[src/rtl/demux1x32_frame.sv]
// rtl/demux1x32_frame.sv - registered 1:32 bit demultiplexer with frame assembly
// Routes one serial bit per beat to a lane and hands off a full 32-bit word.
module demux1x32_frame #(
   parameter logic [31:0] RESET_VAL = 32'h0000_0000
) (
   input  logic        clk,
   input  logic        rst_n,
   input  logic        in_bit,
   input  logic [4:0]  sel,
   input  logic        in_valid,
   output logic        in_ready,
   input  logic        auto_inc,
   input  logic        clear,
   output logic [31:0] lanes,
   output logic [31:0] lane_mask,
   output logic [31:0] word,
   output logic        word_valid,
   input  logic        word_ready,
   output logic        dup_err
);

   logic [31:0] r_lanes;
   logic [31:0] r_mask;
   logic [4:0]  r_ptr;
   logic [31:0] r_word;
   logic        r_word_valid;
   logic        r_dup_err;

   logic        w_accept;
   logic [4:0]  w_idx;
   logic [31:0] w_onehot;
   logic [31:0] w_lanes_next;
   logic        w_dup;
   logic        w_complete;
   logic        w_drain;

   assign in_ready     = ~clear & (~r_word_valid | word_ready);
   assign w_accept     = in_valid & in_ready;
   assign w_idx        = auto_inc ? r_ptr : sel;
   assign w_onehot     = 32'd1 << w_idx;
   assign w_lanes_next = (r_lanes & ~w_onehot) | (in_bit ? w_onehot : 32'd0);
   assign w_dup        = |(r_mask & w_onehot);
   assign w_complete   = w_accept & ((r_mask | w_onehot) == 32'hFFFF_FFFF);
   assign w_drain      = r_word_valid & word_ready;

   always_ff @(posedge clk or negedge rst_n) begin
      if (!rst_n) begin
         r_lanes      <= RESET_VAL;
         r_mask       <= 32'd0;
         r_ptr        <= 5'd0;
         r_word       <= 32'd0;
         r_word_valid <= 1'b0;
         r_dup_err    <= 1'b0;
      end else if (clear) begin
         // Abort the frame only; a pending word still drains.
         r_mask    <= 32'd0;
         r_ptr     <= 5'd0;
         r_dup_err <= 1'b0;
         if (w_drain) begin
            r_word_valid <= 1'b0;
         end
      end else begin
         r_dup_err <= w_accept & w_dup;
         if (w_accept) begin
            r_lanes <= w_lanes_next;
            if (w_complete) begin
               r_word       <= w_lanes_next;
               r_word_valid <= 1'b1;
               r_mask       <= 32'd0;
               r_ptr        <= 5'd0;
            end else begin
               r_mask <= r_mask | w_onehot;
               if (auto_inc) begin
                  r_ptr <= r_ptr + 5'd1;
               end
            end
         end
         if (w_drain && !w_complete) begin
            r_word_valid <= 1'b0;
         end
      end
   end

   assign lanes      = r_lanes;
   assign lane_mask  = r_mask;
   assign word       = r_word;
   assign word_valid = r_word_valid;
   assign dup_err    = r_dup_err;

endmodule

[config.mk]
export PLATFORM = sky130hd
export DESIGN_NAME = demux1x32_frame
export DESIGN_NICKNAME = d
export VERILOG_FILES = /design/src/rtl/demux1x32_frame.sv
export SDC_FILE = /design/constraint.sdc
export NUM_CORES = 1
export LEC_CHECK = 0
export CORE_UTILIZATION = 46
export CTS_BUF_LIST = sky130_fd_sc_hd__clkbuf_2 sky130_fd_sc_hd__clkbuf_4 sky130_fd_sc_hd__clkbuf_8
export DETAILED_ROUTE_END_ITERATION = 7
export GPL_ROUTABILITY_DRIVEN = 0
export MAX_ROUTING_LAYER = met4
export PLACE_DENSITY = 0.79
export RECOVER_POWER = 25
export SYNTH_ARGS = -nofsm -noshare
export SYNTH_HDL_FRONTEND = slang
export SYNTH_SLANG_ARGS = --single-unit
[constraint.sdc]
create_clock -name clk -period 9.3 [get_ports clk]
set_clock_uncertainty 0.15 [all_clocks]
set_input_delay 1.395 -clock clk [delete_from_list [all_inputs] [get_ports clk]]
set_output_delay 1.395 -clock clk [all_outputs]
set_load 0.01 [all_outputs]
==> results of run 1 <==
[Yosys cell counts, drive strengths merged (4+ instances only)]
master and instances:
mux2i 6, or3b 6, nand4b 4, or4b 6
nor4 8, o21ai 5, inv 12, and2 6
nand2 42, a21oi 22, a32oi 4, mux2 90
nand4 5, nand3 10, nor3 40, a22oi 22
nand3b 6, clkbuf 26, dfrtp 103, buf 10
nand4bb 6, nor2 49, o22ai 6
[worst max-delay path by stage]
stage | slack [ns] | end | start | cells past startpoint
3_3_place_gp | 4.11 | word[24] | auto_inc | 10
6_report | 3.46 | lanes[19] | rst_n | 2
4_1_cts | 4.32 | word[16] | auto_inc | 10
2_1_floorplan | 5.20 | word[10] | sel[3] | 9
5_1_grt | 2.36 | lanes[29] | rst_n | 2
3_5_place_dp | 3.96 | word[25] | auto_inc | 10
[cells by family after synthesis]
logic type	count (synthesis)	synth area share [%]
compound gates	84	10.8
fa+ha+maj	1	0.225
buf+inv	48	3.65
flops	103	46.5
mux	96	19.4
simple gates	201	19.5
[final cells by class]
class                   instances  share of cell area [%]
clock buffers                   9                    1.79
repair buffers                117                    16.5
well taps                     143                    2.59
flip-flops and latches        103                    37.2
inverters                      12                   0.651
clock inverters                 6                    1.14
multi-input cells             382                    40.1
[state kept, by name (all words and copies together) (netlist names)]
register	count
word	32
dup_err	1
word_valid	1
lanes	32
r_ptr	5
lane_mask	32
[power groups by stage]
stage	registers, uW	clock network [uW]	logic [uW]
CTS	492	297	155
detailed placement	501	0	154
global route	495	313	165
finish	493	291	155
floorplan	502	0	72.4
global placement	499	0	150
[layer usage]
metal	vias up	track usage (%)	wire length (um)	share of wire (%)
met3	52	5.06	1180	7.5
met4	0	12.3	569	3.6
met1	2374	34.9	6660	42
met2	285	38.6	7310	46
li1	2168	-	-	-
met5	-	-	0	0
[through the flow]
| stage | total power (uW) | cell area, um2 |
|---|---|---|
| 6_report | 938 | 6920 |
| 3_5_place_dp | 654 | 6730 |
| 2_1_floorplan | 574 | 5550 |
| 4_1_cts | 944 | 6930 |
| 3_3_place_gp | 649 | 6730 |
| 5_1_grt | 974 | 6920 |
==> out/results.ini, run 1 <==
[outcome]
status=finished, violations left
failed_checks=design-rule violations, max-capacitance violations, max-slew violations

[power_and_ir_drop]
p_clk_share_pct=31.0
power.leakage_uw=0.00290
internal_power_uw=677
p_per_area_nw_per_um2=136
switching_share_pct=27.9
combPwrFrac_pct=16.5
seq_power_share_pct=52.5
p_sw_uw=261
ir_worst_vdd_mv=0.0800

[cts]
cts_resized=0
hold_buffers=0
cts_root_buffer=clkbuf_8
cts_tree=done
clk_latency_ns=0.37
clkTransAtPathRegs_ns=0.10
htree_num_levels=3
cts_setup_buffers=0
numCtsBuffers=9
clockBufferDepth=2
clock-sinks=103

[place]
place_ws_ns=3.96
numPlacedInstances=757
hpwlAfterDp_mm=10.9
io_buffer_count=110

[timing]
fmax_mhz=171
timing.slew.headroom_pct=-128
slew_viol_final=106
setup_slack_ns=3.46
min_period_ns=5.84
fin_crit_sh_pct=62.8
hold_ws_ns=0.345
setup_viol=0
timing.setup.tns_ns=0
tightestPinTransition_ns=3.41
rsz0062_at_grt=no
final-hold-violation-count=0

[routing]
avgRoutedWirePerCell_um=20.4
wl_mm=15.7
vias_per_cell=6.32
vias=4879
first_iter_violations=640
antenna_left=0
remaining_drc_errors=3
drt-pass1-iter-count=8

[cells_and_area]
final_cell_mix=clkdlybuf4s50_1, dfrtp_1, mux2_2
stdcell_count=772
fin_util_pct=59.8
area_growth_pct=24.7
layout-drive-gt1-share_pct=14.3
final_common_cell=clkdlybuf4s50_1
num-nets-final=638
seqCellArea_um2=2580
n_antenna_cell=0
multi_input_area_um2=2770
nFillCells=954

[critical_path]
worstPathBufferInverterCount=2
cpPeakStageDelay_ns=2.51
r2r_end=word[16]
criticalPathCategory=in2async
start_kind=input pin
path_common_cell=clkbuf_1
reg2reg_slack_ns=5.33
path_max_fanout=65
cp_cell_sequence=clkbuf_1 > clkbuf_1
crit_family=buffers and inverters
crit_required_ns=8.87
cp_slowest_cell=clkbuf_1
critPathArrivalTime_ns=5.41
critPathCaptureType=async pin
r2r_cells=8
rr_startpoint=r_ptr[2]

[synth]
synth_top_area_cell=dfrtp_1
synthesis.nets=546
avgSynthCellArea_um2=10.4
synth-main-ff-cell=dfrtp_1
synth_cells=533
synth-edff-count=0
yosys_warnings=0
synth_seq_cells=103
ys_types=56
netlist_top_cells_area=dfrtp_1, mux2_2, mux2_1
synth_seq_area_share_pct=46.5
async_reset_ff_share_pct=100
synth_top_area_share_pct=46.5
synth_area_um2=5550

[floorplanning]
coreArea_um2=11600
fp.dieH_um=112
start_util_pct=48.0
num_rows=39
dieArea_um2=12500
pin_count=111
dieWidth_um=112

[min_path]
hold-path-cell-count=1
hp-start=word[8]
whs_endpoint=word[8]
holdCritPathClass=reg2reg

[run]
maxCapViolations=2

[global_routing]
grt_first_pass_wirelength_mm=24.9
grt_pass1_vias=4712
grt_max_degree=66
antenna_found_initial=0
grt_usage_pct=26.2
overflow=0

No activity file was read; power rests on OpenSTA's default activity.
==> inputs of run 2 (changes only) <==
--- a/config.mk
+++ b/config.mk
@@ -10,7 +10,7 @@
 export DETAILED_ROUTE_END_ITERATION = 7
 export GPL_ROUTABILITY_DRIVEN = 0
 export MAX_ROUTING_LAYER = met4
-export PLACE_DENSITY = 0.79
+export PLACE_DENSITY = 0.81
 export RECOVER_POWER = 25
 export SYNTH_ARGS = -nofsm -noshare
 export SYNTH_HDL_FRONTEND = slang
==> constraint.sdc (replaced) <==
create_clock -name clk -period 5.2 [get_ports clk]
set_clock_uncertainty 0.15 [all_clocks]
set_input_delay 0.78 -clock clk [delete_from_list [all_inputs] [get_ports clk]]
set_output_delay 0.78 -clock clk [all_outputs]
set_load 0.01 [all_outputs]
==> run 2 against run 1 <==
Effect of this change:
- the run still ends with design-rule violations, max-capacitance violations, max-slew violations left
- non-clock buffer count up 6
- global-route usage up 0.46 points
- critical path type is now in2reg
- first-iteration DRC count up 2.8%
- cell count up 0.91%
- clock-buffer cell count up 1
- via count about the same
==> out/results.ini, run 2 (synthesis results as in run 1) <==
[routing]
antenna_left=0
vias=4883
wl_mm=15.7
drt-pass1-iter-count=8
first_iter_violations=658
remaining_drc_errors=5
vias_per_cell=6.27
avgRoutedWirePerCell_um=20.2

[cells_and_area]
final_cell_mix=clkdlybuf4s50_1, dfrtp_1, mux2_2
fin_util_pct=60.3
final_cell_area_um2=6980
area_growth_pct=25.8
multi_input_area_um2=2770
nFillCells=940
final_common_cell=clkdlybuf4s50_1
seqCellArea_um2=2580
num-nets-final=644
layout-drive-gt1-share_pct=15.4
n_antenna_cell=0

[global_routing]
grt_max_degree=69
grt_first_pass_wirelength_mm=25.3
grt_usage_pct=26.7
grt_pass1_vias=4804
overflow=0
antenna_found_initial=0

[critical_path]
start_kind=input pin
criticalPathCategory=in2reg
critPathArrivalTime_ns=4.36
crit_required_ns=5.32
path_max_fanout=68
critPathCaptureType=register

[outcome]
status=finished, violations left
failed_checks=design-rule violations, max-capacitance violations, max-slew violations

[power_and_ir_drop]
p_per_area_nw_per_um2=241
ir_worst_vdd_mv=0.128
p_total_uw=1680
power.leakage_uw=0.00293

[min_path]
holdCritPathClass=reg2reg

[timing]
final-hold-violation-count=0
setup_slack_ns=0.963
fin_crit_sh_pct=81.5
timing.setup.tns_ns=0
tightestPinTransition_ns=3.12
min_period_ns=4.24
rsz0062_at_grt=no
fmax_mhz=236
setup_viol=0
timing.slew.headroom_pct=-108
slew_viol_final=60

[place]
hpwlAfterDp_mm=11.2
placed_area_um2=6780
io_buffer_count=110
place_ws_ns=0.689

[cts]
cts_resized=0
clockBufferDepth=2
htree_num_levels=3
numCtsBuffers=9
cts_tree=done
clk_latency_ns=0.39
cts_root_buffer=clkbuf_8
clock-sinks=103
hold_buffers=0
clkTransAtPathRegs_ns=0.11
cts_setup_buffers=0

[floorplanning]
coreArea_um2=11600
start_util_pct=48.0
dieWidth_um=112
fp.dieH_um=112
num_rows=39
pin_count=111
dieArea_um2=12500

[run]
maxCapViolations=1

run 2: cell count changes in the layout (fill, tap and decap cells not counted):
| cell | before | now |
|---|---|---|
| inv_8 | 2 | 1 |
| clkinv_4 | 3 | 1 |
| clkinv_2 | 0 | 1 |
| clkinvlp_4 | 0 | 2 |
| clkbuf_2 | 0 | 1 |
| clkbuf_1 | 2 | 1 |
| buf_12 | 0 | 1 |
| clkbuf_4 | 0 | 1 |
| buf_4 | 6 | 11 |
run 2: report_power, final:
group	switching (uW)	internal (uW)	leakage [uW]
logic	135	143	0.00143
registers	41.3	839	0.00140
clock network	292	231	0.0000978
total	468	1210	0.00293
run 2: routing by layer:
metal,GRT usage [%],wire length (um),vias up
li1,-,-,2171
met1,35.2,6430,2361
met2,39.5,7240,286
met3,5.82,1450,65
met4,11.7,588,0
met5,-,0,-
run 2: worst max-delay path, stage by stage:
cell             delay, ns
clkdlybuf4s50_1       0.51
buf_4                 0.24
buf_4                 0.25
nand2_1               0.11
o31ai_4               0.47
a21oi_1               0.16
a2111oi_0             0.46
nand4b_1              0.24
nor4_4                0.35
buf_12                0.34
mux2_1                0.38
run 2: layout make-up:
cell class	count	area share (%)
Timing Repair Buffer	123	17.2
Clock inverter	6	1.00
Tap cell	143	2.56
Clock buffer	10	1.88
Sequential cell	103	36.9
Multi-Input combinational cell	382	39.7
Inverter	12	0.646
run 2: stage by stage:
stage | std cells | hold WS (ns)
after detailed placement | 763 | 0.327
after CTS | 779 | 0.336
final | 779 | 0.349
after floorplan | 533 | 0.334
after global placement | 763 | 0.323
after global routing | 779 | 0.368
run 2: final timing paths:
check                               from  cells past startpoint  slack [ns]        end
worst max-delay path            auto_inc                     11        0.96    word[2]
min in group asynchronous          rst_n                      1        1.27    word[9]
worst max register to register  r_ptr[2]                      8        1.61    word[2]
worst min register to register  word[25]                      1        0.35   word[25]
worst min-delay path            word[25]                      1        0.35   word[25]
max in group asynchronous          rst_n                      2        1.26  lanes[25]
